==> src/rtl/bfxp_issue.sv <==
// Request front end for the bitfield extract/place unit: request FIFO, X hold stage, result handshake.
// Optional macro BFXP_ISSUE_BYPASS_EN lets a request skip the empty FIFO straight into X.
module bfxp_issue #(
  parameter int DEPTH = 4,
  parameter int TAG_W = 4
) (
  input  logic             clock,
  input  logic             reset,
  input  logic             req_valid,
  output logic             req_ready,
  input  logic [31:0]      req_rs1,
  input  logic [14:0]      req_ctrl,
  input  logic [TAG_W-1:0] req_tag,
  output logic [31:0]      ex_rs1,
  output logic [4:0]       ex_start,
  output logic [4:0]       ex_len,
  output logic [4:0]       ex_dest,
  input  logic [31:0]      ex_rd,
  output logic             res_valid,
  input  logic             res_ready,
  output logic [31:0]      res_data,
  output logic [TAG_W-1:0] res_tag,
  output logic             res_err
);

  localparam int AW = $clog2(DEPTH);
  localparam logic [AW:0] FULL = (AW+1)'(DEPTH);

  typedef struct packed {
    logic [31:0]      rs1;
    logic [4:0]       start;
    logic [4:0]       len;
    logic [4:0]       dest;
    logic             err;
    logic [TAG_W-1:0] tag;
  } op_t;

  // 6-bit sums so a field running past bit 31 is visible as a value above 32.
  function automatic logic range_err(input logic [4:0] start, input logic [4:0] len,
                                     input logic [4:0] dest);
    logic [5:0] s_end;
    logic [5:0] d_end;
    s_end = {1'b0, start} + {1'b0, len};
    d_end = {1'b0, dest} + {1'b0, len};
    return (s_end > 6'd32) || (d_end > 6'd32);
  endfunction

  op_t         mem_q [DEPTH];
  logic [AW-1:0] wr_ptr_q, wr_ptr_d;
  logic [AW-1:0] rd_ptr_q, rd_ptr_d;
  logic [AW:0]   count_q, count_d;
  op_t         x_q, x_d;
  logic        x_valid_q, x_valid_d;
  logic        x_settled_q, x_settled_d;

  op_t  req_op;
  logic push_acc;
  logic fifo_wr;
  logic fifo_empty;
  logic retire;
  logic x_free;
  logic pop;
  logic byp;

  always_comb begin
    req_op       = '0;
    req_op.rs1   = req_rs1;
    req_op.start = req_ctrl[4:0];
    req_op.len   = req_ctrl[9:5];
    req_op.dest  = req_ctrl[14:10];
    req_op.err   = range_err(req_ctrl[4:0], req_ctrl[9:5], req_ctrl[14:10]);
    req_op.tag   = req_tag;
  end

  // req_ready looks only at the registered count, never at res_ready.
  assign req_ready  = !reset && (count_q < FULL);
  assign push_acc   = req_valid && req_ready;
  assign fifo_empty = (count_q == '0);
  assign res_valid  = x_valid_q && x_settled_q;
  assign retire     = res_valid && res_ready;
  assign x_free     = !x_valid_q || retire;
  assign pop        = x_free && !fifo_empty;

`ifdef BFXP_ISSUE_BYPASS_EN
  assign byp = push_acc && fifo_empty && x_free;
`else
  assign byp = 1'b0;
`endif

  assign fifo_wr = push_acc && !byp;

  always_comb begin
    count_d     = count_q;
    wr_ptr_d    = wr_ptr_q;
    rd_ptr_d    = rd_ptr_q;
    x_d         = x_q;
    x_valid_d   = x_valid_q;
    x_settled_d = x_settled_q;

    case ({fifo_wr, pop})
      2'b10:   count_d = count_q + (AW+1)'(1);
      2'b01:   count_d = count_q - (AW+1)'(1);
      default: count_d = count_q;
    endcase
    if (fifo_wr) wr_ptr_d = wr_ptr_q + AW'(1);
    if (pop)     rd_ptr_d = rd_ptr_q + AW'(1);

    // X holds its op frozen until retire so the extractor keeps recomputing the same result.
    if (pop) begin
      x_d         = mem_q[rd_ptr_q];
      x_valid_d   = 1'b1;
      x_settled_d = 1'b0;
    end else if (byp) begin
      x_d         = req_op;
      x_valid_d   = 1'b1;
      x_settled_d = 1'b0;
    end else if (retire) begin
      x_valid_d   = 1'b0;
      x_settled_d = 1'b0;
    end else if (x_valid_q && !x_settled_q) begin
      x_settled_d = 1'b1;
    end
  end

  // FIFO storage: data only, contents are don't-care while count says empty.
  always_ff @(posedge clock) begin
    if (fifo_wr) mem_q[wr_ptr_q] <= req_op;
  end

  // Control and X stage registers.
  always_ff @(posedge clock) begin
    if (reset) begin
      count_q     <= '0;
      wr_ptr_q    <= '0;
      rd_ptr_q    <= '0;
      x_q         <= '0;
      x_valid_q   <= 1'b0;
      x_settled_q <= 1'b0;
    end else begin
      count_q     <= count_d;
      wr_ptr_q    <= wr_ptr_d;
      rd_ptr_q    <= rd_ptr_d;
      x_q         <= x_d;
      x_valid_q   <= x_valid_d;
      x_settled_q <= x_settled_d;
    end
  end

  assign ex_rs1   = x_q.rs1;
  assign ex_start = x_q.start;
  assign ex_len   = x_q.len;
  assign ex_dest  = x_q.dest;
  assign res_data = ex_rd;
  assign res_tag  = x_q.tag;
  assign res_err  = x_q.err;

endmodule

==> config.mk <==
export PLATFORM = sky130hd
export DESIGN_NAME = bfxp_issue
export DESIGN_NICKNAME = d
export VERILOG_FILES = /design/src/rtl/bfxp_issue.sv
export SDC_FILE = /design/constraint.sdc
export NUM_CORES = 1
export LEC_CHECK = 0
export CELL_PAD_IN_SITES_DETAIL_PLACEMENT = 0
export CELL_PAD_IN_SITES_GLOBAL_PLACEMENT = 1
export CORE_ASPECT_RATIO = 1.4
export CORE_MARGIN = 10
export CORE_UTILIZATION = 48
export CTS_CLUSTER_DIAMETER = 200
export DETAILED_ROUTE_END_ITERATION = 12
export MAX_ROUTING_LAYER = met4
export PLACE_DENSITY_LB_ADDON = 0.1
export SLEW_MARGIN = 5
export SYNTH_ARGS = -nofsm -noshare
export SYNTH_HDL_FRONTEND = slang
export SYNTH_SLANG_ARGS = --single-unit
export TNS_END_PERCENT = 100
==> constraint.sdc <==
create_clock -name clock -period 4.77 [get_ports clock]
set_clock_uncertainty 0.15 [all_clocks]
set_input_delay 0.954 -clock clock [delete_from_list [all_inputs] [get_ports clock]]
set_output_delay 0.954 -clock clock [all_outputs]
set_load 0.005 [all_outputs]
* Word-level counts from Yosys, hierarchy flattened
Memory sizes are Yosys's and may differ from the RTL's. A register that Yosys moved wholly into a read port is not among the register bits. Cells that the tools add are included.
Word-level totals: memories 1, bits in registers 9, memory bits (writable) 208, input port bits 87, output and inout port bits 86
Memory list:
- mem_q | depth 4, bits a word 52, read ports 1, clocked after memory_dff 1, write ports 1, line 48 | op_t mem_q [DEPTH];
Operators by class: muxes and demuxes 5, $lt $le $gt $ge 3, reduce and logical (&&, ||, !) cells 16, add/subtract/negate cells 6, equality and inequality tests 2
Operators with widths (number):
- $add A5 B5 Y6 | 2
- $gt A6 B6 Y1 const B | 2
- $logic_and A1 B1 Y1 | 6
- $pmux W3 S2 | 1
- $add A2 B1 Y2 const B | 2
- $logic_not A1 Y1 | 4
- $mux W1 | 4
- $reduce_bool A2 Y1 | 2
- $add A3 B1 Y3 const B | 1
- $logic_not A3 Y1 | 1
- $lt A3 B3 Y1 const B | 1
- $reduce_or A3 Y1 | 1
- $sub A3 B1 Y3 const B | 1
- $eq A2 B1 Y1 const B | 1
- $eq A2 B2 Y1 const B | 1
- $logic_or A1 B1 Y1 | 2

* Logic depth before layout (Yosys ltp)
Gate-level depths: netlist (run 1).
depth after elaboration 6, gate-level depth with buffers 12, depth with buffers taken out 10

* Worst setup path after synthesis (run 1)
OpenSTA, ideal clock, no wires.
kind input to register, start input port reset, end memory mem_q[0][0] (netlist bit) (enable), arrival time 2662 ps, path buffers 1, cell stages on the path 3, setup time 415 ps, slack 1543 ps, cells stage by stage clkbuf_1 nor2_1 and3_1
Between the ends: cells in the longest elaborated chain, start to end 5
RTL lines:
- start: declaration | line 8 | input logic reset,
- $logic_not A1 Y1 | line 76 | assign req_ready = !reset && (count_q < FULL);
- $logic_and A1 B1 Y1 | line 76
- via req_ready | line 10 | output logic req_ready,
- $logic_and A1 B1 Y1 | line 77 | assign push_acc = req_valid && req_ready;
- $mux W1 | line 127 | if (fifo_wr) mem_q[wr_ptr_q] <= req_op;
- $mux W1 (implied by the code) | line 127
- end: declaration | line 48
The timed path passes the listed nets, and every way through them passes these cells.

* Final worst setup path (run 1)
start input port reset, end output port req_ready
Between the ends: cells in the longest elaborated chain, start to end 2
RTL lines (line):
- $logic_not A1 Y1 | 76
- $logic_and A1 B1 Y1 | 76
- end: declaration | 10
No other way between the ends.

==> results of run 1 <==
==> synth_stat cells (2+ instances only) <==
cell type | count | share of area
sky130_fd_sc_hd__edfxtp_1 | 208 | 0.60
sky130_fd_sc_hd__a21o_1 | 2 | 0.0014
sky130_fd_sc_hd__clkbuf_1 | 7 | 0.0025
sky130_fd_sc_hd__nand3b_1 | 2 | 0.0014
sky130_fd_sc_hd__nand2_1 | 108 | 0.039
sky130_fd_sc_hd__or3_1 | 2 | 0.0012
sky130_fd_sc_hd__xnor2_1 | 3 | 0.0025
sky130_fd_sc_hd__nor2_1 | 12 | 0.0043
sky130_fd_sc_hd__xor2_1 | 5 | 0.0042
sky130_fd_sc_hd__and3_1 | 4 | 0.0024
sky130_fd_sc_hd__buf_12 | 5 | 0.0096
sky130_fd_sc_hd__dfxtp_1 | 61 | 0.12
sky130_fd_sc_hd__nor3_1 | 3 | 0.0014
sky130_fd_sc_hd__ha_1 | 15 | 0.018
sky130_fd_sc_hd__o21ai_0 | 4 | 0.0019
sky130_fd_sc_hd__nand2b_1 | 5 | 0.0030
sky130_fd_sc_hd__mux4_2 | 48 | 0.10
sky130_fd_sc_hd__buf_2 | 6 | 0.0029
sky130_fd_sc_hd__a21oi_1 | 60 | 0.029
sky130_fd_sc_hd__buf_4 | 43 | 0.031
sky130_fd_sc_hd__fa_1 | 3 | 0.0057
sky130_fd_sc_hd__mux4_1 | 4 | 0.010
sky130_fd_sc_hd__inv_1 | 12 | 0.0043
sky130_fd_sc_hd__and2_1 | 2 | 0.0012
==> routing by layer <==
metal | GRT usage | share of wire | vias up
li1 | - | - | 2503
met1 | 0.183 | 0.38 | 2808
met2 | 0.273 | 0.54 | 147
met5 | - | 0 | -
met3 | 0.0368 | 0.060 | 31
met4 | 0.0430 | 0.016 | 0
==> final timing paths <==
kind,from,end,cells after the start
worst max-delay path,reset,req_ready,3
worst min-delay path,ex_rs1[10],ex_rs1[10],2
worst max register to register,rd_ptr_q[0],ex_rs1[15],4
worst min register to register,ex_rs1[10],ex_rs1[10],2
==> area by class of cell <==
cell class / instances / area [µm²] / share of cell area
Sequential cell: 269 / 7470 / 0.601
Multi-Input combinational cell: 290 / 2470 / 0.199
Timing Repair Buffer: 119 / 1180 / 0.0952
Clock buffer: 40 / 764 / 0.0615
Tap cell: 292 / 365 / 0.0294
Clock inverter: 8 / 119 / 0.00956
Inverter: 13 / 51.3 / 0.00413
Antenna cell: 2 / 5.00 / 0.000403
==> sequential cells by signal (all words and copies together) (netlist names) <==
signal	cells
ex_start	5
count_q	3
wr_ptr_q	2
mem_q	208
res_tag	4
rd_ptr_q	2
res_err	1
ex_len	5
ex_rs1	32
x_settled_q	1
x_valid_q	1
ex_dest	5
==> through the flow <==
stage	hold slack, ns	area, µm²	util
2_1_floorplan	0.303	10500	-
3_3_place_gp	0.291	11500	0.540
3_5_place_dp	0.298	11500	0.540
4_1_cts	0.307	12400	0.582
5_1_grt	0.326	12400	0.582
6_report	0.302	12400	0.582
==> cells by family after synthesis <==
family,Yosys count,synth area share
XOR/XNOR,8,0.00669
adder cells (fa/ha/maj),18,0.0237
multiplexers,53,0.114
AO/OA/AOI/OAI,71,0.0356
buffers and inverters,75,0.0517
flip-flops,269,0.713
AND/OR/NAND/NOR,140,0.0552
==> layout by cell type (no fill, tap or decap), drive strengths merged, types with 3 or more instances in the layout <==
cell type,count
ha,15
mux4,52
o21ai,4
xor2,5
edfxtp,208
clkinv,3
nor3,4
inv,13
buf,12
clkdlybuf4s50,107
nand2b,5
nor2,12
and3,4
nand2,108
a21oi,60
clkbuf,40
bufinv,3
xnor2,3
fa,3
dfxtp,61
==> critical path: cells and delay by family <==
family,cells,cell delay [ns]
buffers and inverters,2,0.68
AND/OR/NAND/NOR,1,0.25
==> power groups by stage <==
stage,Combinational [mW],Sequential (mW),Clock (mW)
6_report,1.53,3.03,2.10
5_1_grt,1.68,3.07,2.25
4_1_cts,1.57,3.04,2.15
3_5_place_dp,1.57,3.09,0
3_3_place_gp,1.54,3.07,0
2_1_floorplan,1.03,2.99,0
==> results.md, run 1 <==
Die:
- The die height is 195 µm.
- The initialized floorplan defines 63 standard-cell rows.
- In this run the horizontal extent of the chip is 145 µm.
- The top-level port count is 173.
- The placeable core region is 21400 µm².
- The initial standard-cell utilization of the core is 0.490.
- The die covers 28200 µm².

Place:
- The placed cell count is 983.
- The final weighted congestion in routability-driven placement is 0.751.
- Input and output buffers added on the ports amount to 108.
- Detailed placement ended at an HPWL of 13.3 mm.
- Before CTS, the worst setup slack after placement is 1.31 ns.

Clocking:
- The H-tree depth is 1.
- Post-CTS repair changed the size of 0 cells.
- After clock tree synthesis, the flow added hold-fix buffers numbering 0.
- Counting the buffers created by CTS gives 26.
- Clock-pin slew was measured on the worst setup and hold paths at 0.06 ns.
- The clock network latency to the later pin of the worst-skew pair is 0.53 ns.
- The number of sinks driven by the clock tree is 269.
- In this run the post-CTS setup repair buffer count came out at 0.
- The TritonCTS clock tree is done.
- The root buffer cell is sky130_fd_sc_hd__clkbuf_16.
- The clock passes through at most 3 buffers.

Routing:
- Summing over every cut layer, the via total after detailed routing is 5489.
- In this run the remaining antenna-violating nets after routing total 0.
- For this block, the initial DRC count from the detailed router was 369.
- In the final routed layout, each cell accounts on average for 21.1 µm.
- The total iterations of the first detailed-routing run is 5.
- Wires add up to 21.8 mm.
- For this run, design rule violations remaining after detail routing come to 0.
- The via-per-instance ratio is 5.31.

GRT:
- The number of global-route vias before repair came to 5921.
- The wire length of the first global-routing pass is 33.9 mm.
- The number of antenna violations at the first check in global routing is 2.
- Across every metal layer, demand over resource in global routing totals 0.159.
- The largest net degree at the start of global routing is 62.
- The total congestion overflow is 0.

STA:
- In the finished design, the share of the clock period the worst path needs comes to 0.627.
- At the pin with the least slew margin, the transition time is 0.835 ns.
- Setup slack on the critical path of the routed design comes to 1.78 ns.
- Setup violations remaining at the end of the flow were counted as 0.
- The highest clock frequency the design can meet is 334 MHz.
- The relative slew slack is 0.444.
- The number of max-slew violations in the final report is 0.
- Setup repair after global routing left no endpoint under its margin.
- The number of hold violations in the final report is 0.
- For the final routed database, the setup TNS stands at 0 ns.
- The clock period could shrink to 2.99 ns.

Power and ir drop:
- The share of power burned in registers is 0.455.
- The worst vdd rail ir drop is 0.284 mV.
- The power density of the placed cells is 535 nW/µm².
- The internal portion of total power is 4.85 mW.
- The static leakage is 4.08 nW.
- The part of the power in combinational logic is 0.230.
- The clock share of power is 0.315.
- The post-route total power is 6.65 mW.
- The switching power of the nets is 1.80 mW.
- The net switching share of the total power is 0.271.

Setup path:
- In this run the worst path has a maximum fanout of 6.
- The critical path is of the input port to output pin type.
- The worst path arrival time is 1.89 ns.
- The worst setup path is launched from an input port.
- The delay of the slowest cell on the worst path is 0.57 ns.
- The register-to-register setup slack is 2.40 ns.
- STA classifies the critical path endpoint as an output pin.
- The slowest stage of the critical path is the sky130_fd_sc_hd__clkdlybuf4s50_1 cell.
- Walking the worst path, the cells encountered are buf_2 -> nor2_1 -> clkdlybuf4s50_1.
- For the worst setup path, the data required time is 3.67 ns.

Synth:
- Synthesis produced 634 cells.
- The share of the Yosys chip area taken by registers is 0.713.
- The mean cell area of the mapped netlist is 16.5 µm².
- The fraction of registers with async set/reset is 0.
- The synthesized area is 10500 µm².
- The number of nets handed over by synthesis was 739.
- The most common flop cell mapped by yosys is sky130_fd_sc_hd__edfxtp_1.
- Yosys mapped the design onto 34 distinct sky130hd cell types.
- The count of flip-flops with a built-in enable after synthesis is 208.
- The synthesis warning total is 0.
- The register bit total from synthesis is 269.

Layout:
- Once layout is complete, the cells apart from fillers number 1033.
- In the final layout, the share of cells above drive strength 1 is 0.145.
- The signed area change from the synthesized netlist to the final layout is 18.7%.
- The count of nets after finishing is 824.
- The count of filler cells inserted in the layout is 1666.

Worst hold path:
- The worst min-delay path category is flop to flop.

Run status:
- The flow ran to the end, and the final reports show no timing, DRC or antenna violations.

Flow run:
- The number of maximum-capacitance constraint violations is 0.
Power figures use the tool's default switching activity.
==> inputs of run 2 (changes only) <==
CORE_UTILIZATION = 44   (was 48)
clock period = 3.15 ns   (was 4.77 ns; I/O delays follow)
==> run 2 against run 1 <==
Sequential share of layout area down 0.33 points; first-iteration DRC count down 39%; cell count up 1.9%; register-to-register slack worse by 1.4 ns; final area up 0.55%; setup slack worse by 1.3 ns; flip-flop and latch count unchanged; critical path depth up 6; die area up 8.0%; global-route usage down 1.3 points; count of clock-buffer cells in the layout down 9; routed wire length down 1.4%; critical endpoint is now mem_q[2][4].
==> results.md, run 2 (synthesized netlist as in run 1, its figures left out) <==
Clocking:
- The TritonCTS buffer count is 25.
- The TritonCTS clock tree is done.
- The number of buffers on the longest clock path is 3.
- Buffers added to address setup during post-CTS repair amount to 0.
- The number of sinks driven by the clock tree is 269.
- The root buffer cell is sky130_fd_sc_hd__clkbuf_16.
- The H-tree depth is 1.
- After clock tree synthesis, the clock-pin slew on the worst setup and hold paths is 0.06 ns.
- The number of gates given a new drive strength after cts is 0.
- The hold buffer count at cts is 0.
- The clock reaches the later pin of the worst-skew pair after 0.51 ns.

Power and ir drop:
- The power density of the placed cells is 797 nW/µm².
- Across the VDD grid, the largest voltage drop is 0.395 mV.
- The design draws 9.97 mW.
- In this run the static leakage power is 4.12 nW.

Place:
- The HPWL after detailed placement is 13.3 mm.
- The congestion estimate from routability-driven global placement came to 0.804.
- Once placement completed, the tool counted placed cells totaling 1005.
- Input and output buffers added on the ports amount to 108.

Layout:
- The top cell types in the final layout, fill and taps aside, are 208 x sky130_fd_sc_hd__edfxtp_1, 108 x sky130_fd_sc_hd__nand2_1, 107 x sky130_fd_sc_hd__clkdlybuf4s50_1.
- The register with the most flip-flops in the final layout is mem_q.
- Compared with the post-synthesis result, the final layout area differs by 19.4%.
- Fill cells in the final layout number 1910.
- Of the cells placed in the final design, the portion with a size suffix greater than 1 is 0.161.
- The most common library cell in the layout ignoring fill and taps is sky130_fd_sc_hd__edfxtp_1.
- The final layout contains 831 nets.
- For this run, the share of the core covered by cells in the final layout is 0.535.
- The number of flip-flops under the largest register name is 208.
- The number of cells in the finished layout apart from fillers is 1053.

Die:
- The floorplan step defined a die boundary enclosing 30500 µm².
- The number of rows in the core area is 66.
- The placeable core region is 23400 µm².
- From bottom edge to top edge, the die measures 203 µm.
- In this run the count of I/O pins placed on the die edge is 173.
- The die is 150 µm wide.
- The initial standard-cell utilization of the core is 0.448.

Routing:
- The number of violations reported at the end of detailed-routing iteration 0 is 225.
- Wires add up to 21.5 mm.
- The total iterations of the first detailed-routing run is 4.
- The via-per-instance ratio is 5.23.
- The detail-routed net length per standard cell is 20.4 µm.
- The count of nets left with antenna violations once routing finished came out at 0.
- The routed via count is 5512.
- For this run, design rule violations remaining after detail routing come to 0.

STA:
- The number of max-slew violations in the final report is 0.
- The highest clock frequency the design can meet is 379 MHz.
- At the pin with the least slew margin, the transition time is 0.776 ns.
- Of the available clock period, the critical path in the final layout requires 0.837.
- The final count of negative-setup-slack endpoints is 0.
- Headroom to the max-slew limit came out at 0.482.
- For the final routed database, the setup TNS stands at 0 ns.
- Setup repair after global routing left no endpoint under its margin.
- The number of hold violations in the final report came to 0.
- The routed design could run at a clock period as short as 2.64 ns.

Setup path:
- On the worst path, the slowest cell contributes a delay of 0.59 ns.
- The reg-to-reg critical path startpoint is count_q[2].
- The kind of critical path is input port to flop.
- The critical path contains buffers and inverters numbering 2 combined.
- Of all nets on the critical path, the largest fanout is 6.
- The length in cells of the worst reg-to-reg path is 9.
- In this run the register-to-register setup slack is 0.97 ns.
- The critical-path cell with the highest stage delay is sky130_fd_sc_hd__clkdlybuf4s50_1.
- The worst register-to-register path ends at count_q[2].
- The gate family responsible for the most delay along the worst path is adder cells.
- The critical path endpoint category is a flop.
- Walking the worst path, the cells encountered are clkdlybuf4s50_1 -> ha_1 -> inv_1 -> fa_1 -> nand2b_1 -> nor3_1 -> mux2i_1 -> a21oi_1 -> o22ai_1.
- STA classifies the critical path startpoint as an input port.
- The required time reported for the critical path endpoint is 3.23 ns.
- The worst path arrival time is 2.71 ns.
- The critical path launch point is req_ctrl[5].

Flow run:
- The number of maximum-capacitance constraint violations is 0.

GRT:
- Entering global routing, the biggest net connects 62 pins.
- The number of global-route vias before repair was 6066.
- The number of antenna violations at the first check in global routing came to 2.
- The wire length of the first global-routing pass is 34.3 mm.
- The global-route usage over all layers is 0.147.
- The total congestion overflow is 0.

Worst hold path:
- The min-delay analysis places its worst path in the category flop to flop.
- Counting instances, the worst hold path has a depth of 2.
- The startpoint identified for the worst hold timing path is ex_rs1[13].
- The endpoint with the worst hold slack is ex_rs1[13].

Run status:
- The run finished with clean final reports.
run 2: how the worst max path moves through the flow:
stage                   to  depth (start not counted)  slack (ns)
5_1_grt        mem_q[1][4]                          9        0.41
4_1_cts        mem_q[2][4]                          9        0.54
3_5_place_dp   mem_q[2][4]                          9        0.02
6_report       mem_q[2][4]                          9        0.51
2_1_floorplan  mem_q[0][0]                          3        0.25
3_3_place_gp   mem_q[0][4]                          9        0.10
run 2: cell type report:
cell class              count  area, µm²  share of cell area
multi-input cells         290       2470               0.198
flip-flops and latches    269       7470               0.598
repair buffers            127       1270               0.101
diodes                      2       5.00            0.000400
clock inverters            15        161              0.0129
clock buffers              31        688              0.0550
inverters                  13       51.3             0.00410
well taps                 306        383              0.0306
run 2: report_power, final:
part	switching (mW)	leakage, nW	total (mW)	internal, mW
clock	1.25	0.419	3.05	1.80
sequential	0.273	2.39	4.54	4.27
combinational	1.18	1.31	2.37	1.19
run 2: through the flow:
step / hold slack (ns) / setup slack, ns / cell area [µm²]
global route: 0.328 / 0.409 / 12500
floorplan: 0.303 / 0.247 / 10500
global placement: 0.292 / 0.102 / 11600
finish: 0.304 / 0.514 / 12500
CTS: 0.308 / 0.544 / 12500
detailed placement: 0.299 / 0.0152 / 11600
run 2: routing by layer:
layer,GRT usage,up-vias,wire length (µm)
li1,-,2524,-
met1,0.163,2829,8310
met5,-,-,0
met2,0.263,141,11800
met3,0.0294,18,1160
met4,0.0334,0,227
run 2: worst reg2reg max path: stages (launching register included):
cell,delay (ns)
sky130_fd_sc_hd__dfxtp_1,0.38
sky130_fd_sc_hd__nor2_1,0.07
sky130_fd_sc_hd__and2_1,0.20
sky130_fd_sc_hd__inv_1,0.08
sky130_fd_sc_hd__ha_1,0.18
sky130_fd_sc_hd__inv_1,0.06
sky130_fd_sc_hd__fa_1,0.38
sky130_fd_sc_hd__xor2_1,0.16
sky130_fd_sc_hd__or3_1,0.31
sky130_fd_sc_hd__a21oi_1,0.14
==> inputs of run 3 (changes only) <==
CORE_UTILIZATION = 40   (was 44)
clock period = 2.2 ns   (was 3.15 ns; I/O delays follow)
==> run 3 against run 2 <==
Via count up 1.3%; routed wire length up 4.3%; clock power up 48%; setup slack worse by 0.46 ns.
==> results.md, run 3 (synthesized netlist as in run 1, its figures left out) <==
Run status:
- The run finished with clean final reports.

Setup path:
- For the worst setup path, the data required time is 2.29 ns.
- The worst setup path is launched from an input port.
- In this run the worst setup path begins at req_ctrl[6].
- STA classifies the critical path endpoint as a flop.
- The reg-to-reg critical path startpoint is count_q[0].
- The worst path arrival time is 2.24 ns.
- Of all nets on the critical path, the largest fanout is 4.
- The critical path is of the input port to flop type.

Place:
- The count of input and output buffers is 108.
- The placed cell count is 1052.
- After detailed placement, the total cell area comes to 12000 µm².
- At the end of routability-driven placement, the weighted congestion stood at 0.745.
- The HPWL after detailed placement is 14.2 mm.

Layout:
- In the final layout, the share of cells above drive strength 1 is 0.202.
- The most common library cell in the layout ignoring fill and taps is sky130_fd_sc_hd__edfxtp_1.
- The number of diodes added for antenna fixing is 0.
- In the layout the commonest cells are 208 x sky130_fd_sc_hd__edfxtp_1, 108 x sky130_fd_sc_hd__nand2_1, 103 x sky130_fd_sc_hd__clkdlybuf4s50_1.
- The count of filler cells inserted in the layout is 2224.
- The signed area change from the synthesized netlist to the final layout is 23.2%.
- The number of cells in the finished layout apart from fillers is 1100.
- The number of flip-flops under the largest register name is 208.
- The area of all placed cells without fillers is 12900 µm².
- At the end of the flow, the number of nets in the layout was 861.
- mem_q holds more flip-flops than any other register.

STA:
- Dividing the final minimum period by the clock period gives 0.976.
- The relative slew slack is 0.491.
- The number of max-slew violations in the final report came to 0.
- The number of hold violations in the final report is 0.
- The worst path needs 2.15 ns of the cycle, external delays included.
- The setup total negative slack is 0 ns.
- The highest clock frequency the design can meet is 466 MHz.
- The final count of negative-setup-slack endpoints is 0.
- Setup repair after global routing left no endpoint under its margin.
- The actual transition at the worst max-transition pin is 0.764 ns.

Die:
- The die is 211 µm tall.
- The die is 157 µm wide.
- In this run the count of I/O pins placed on the die edge is 173.
- The number of rows in the core area is 70.
- For this configuration, the core starts out at a cell density of 0.403.
- The die covers 33100 µm².
- In this run the standard cell core region covers 26000 µm².

Power and ir drop:
- The worst-case IR drop observed on VDD is 0.542 mV.
- The analysis attributes to cell leakage a power of 4.30 nW.
- For this design the ratio of total power to cell area is 1130 nW/µm².

Worst hold path:
- The path class of the tightest hold or removal check is input port to flop.
- The startpoint identified for the worst hold timing path is req_ctrl[0].

Routing:
- The first TritonRoute pass finished after 4 iterations.
- The detail route stage leaves a number of antenna-violating nets equal to 0.
- After detailed routing, the number of remaining DRC violations is 0.
- The number of violations reported at the end of detailed-routing iteration 0 is 246.
- The sum of routed wire length over all layers is 22.4 mm.
- The final route contains 5582 vias.
- Dividing the detail-routed via count by the number of cells gives 5.07.
- The detail-routed net length per standard cell is 20.4 µm.

GRT:
- The number of antenna violations at the first check in global routing is 0.
- The total congestion overflow is 0.
- The number of global-route vias before repair came to 6327.
- The first global-routing pass estimated 34.6 mm of wire.
- Entering global routing, the biggest net connects 62 pins.
- The global-route usage over all layers is 0.138.

Clocking:
- The number of buffers on the longest clock path is 3.
- The TritonCTS buffer count is 26.
- The post-CTS setup buffer count is 0.
- The H-tree depth is 1.
- CTS saw 269 sinks.
- The root buffer cell is sky130_fd_sc_hd__clkbuf_16.
- After clock tree synthesis, the clock-pin slew on the worst setup and hold paths is 0.06 ns.
- The clock network latency to the later pin of the worst-skew pair is 0.52 ns.
- The TritonCTS clock tree is done.

Flow run:
- Across the run, the number of max-cap violations was 0.
run 3: cell types whose count changed in the layout (fill, tap and decap cells not counted), moves of 4 or more:
cell                              change
sky130_fd_sc_hd__clkdlybuf4s50_1      -4
sky130_fd_sc_hd__clkinv_1             +7
sky130_fd_sc_hd__buf_12               +7
sky130_fd_sc_hd__buf_4               +22
sky130_fd_sc_hd__clkbuf_8             -4
run 3: worst paths after layout:
check / end / slack (ns) / depth (start not counted)
worst max-delay path: mem_q[3][4] / 0.05 / 8
worst min-delay path: mem_q[1][15] / 0.15 / 2
worst max register to register: count_q[2] / 0.13 / 9
worst min register to register: ex_rs1[18] / 0.30 / 2
run 3: layout make-up:
type                    instances  area, µm²  share of cell area
flip-flops and latches        269       7470               0.579
multi-input cells             290       2530               0.196
repair buffers                156       1570               0.122
clock buffers                  31        691              0.0535
well taps                     324        405              0.0314
clock inverters                17        178              0.0138
inverters                      13       56.3             0.00436
run 3: critical path: stages:
cell and delay (ns):
sky130_fd_sc_hd__clkdlybuf4s50_1 0.49, sky130_fd_sc_hd__inv_1 0.11, sky130_fd_sc_hd__fa_1 0.51, sky130_fd_sc_hd__nand2b_1 0.09
sky130_fd_sc_hd__nor3_2 0.18, sky130_fd_sc_hd__mux2i_1 0.11, sky130_fd_sc_hd__a21oi_2 0.18, sky130_fd_sc_hd__o22ai_2 0.11
run 3: power by group:
part | leakage (nW) | total [mW] | switching, mW | internal [mW]
clock | 0.422 | 4.51 | 1.81 | 2.70
sequential | 2.39 | 6.40 | 0.289 | 6.11
combinational | 1.49 | 3.71 | 1.85 | 1.86
total | 4.30 | 14.6 | 3.95 | 10.7
run 3: timing repair:
item	4_1_cts	5_1_grt
pin swaps	1	2
hold buffers	0	0
setup endpoints to repair	5	5
resized for setup	10	5
run 3: routing by layer:
layer / global-route usage / part of all wire / routed length, µm / vias up
met2: 0.258 / 0.57 / 12700 / 126
met4: 0.0447 / 0.024 / 531 / 0
met3: 0.0238 / 0.040 / 900 / 49
met1: 0.143 / 0.37 / 8290 / 2824
met5: - / 0 / 0 / -
li1: - / - / - / 2583
run 3: stage by stage:
| step | power [mW] | utilization | hold WS, ns | setup slack (ns) |
|---|---|---|---|---|
| detailed placement | 10.4 | 0.461 | 0.296 | -0.745 |
| global route | 15.4 | 0.496 | 0.126 | 0.00262 |
| CTS | 14.9 | 0.496 | 0.257 | 0.00289 |
| global placement | 10.3 | 0.461 | 0.292 | -0.632 |
| floorplan | 8.78 | - | 0.303 | -0.000996 |
| finish | 14.6 | 0.496 | 0.147 | 0.0532 |
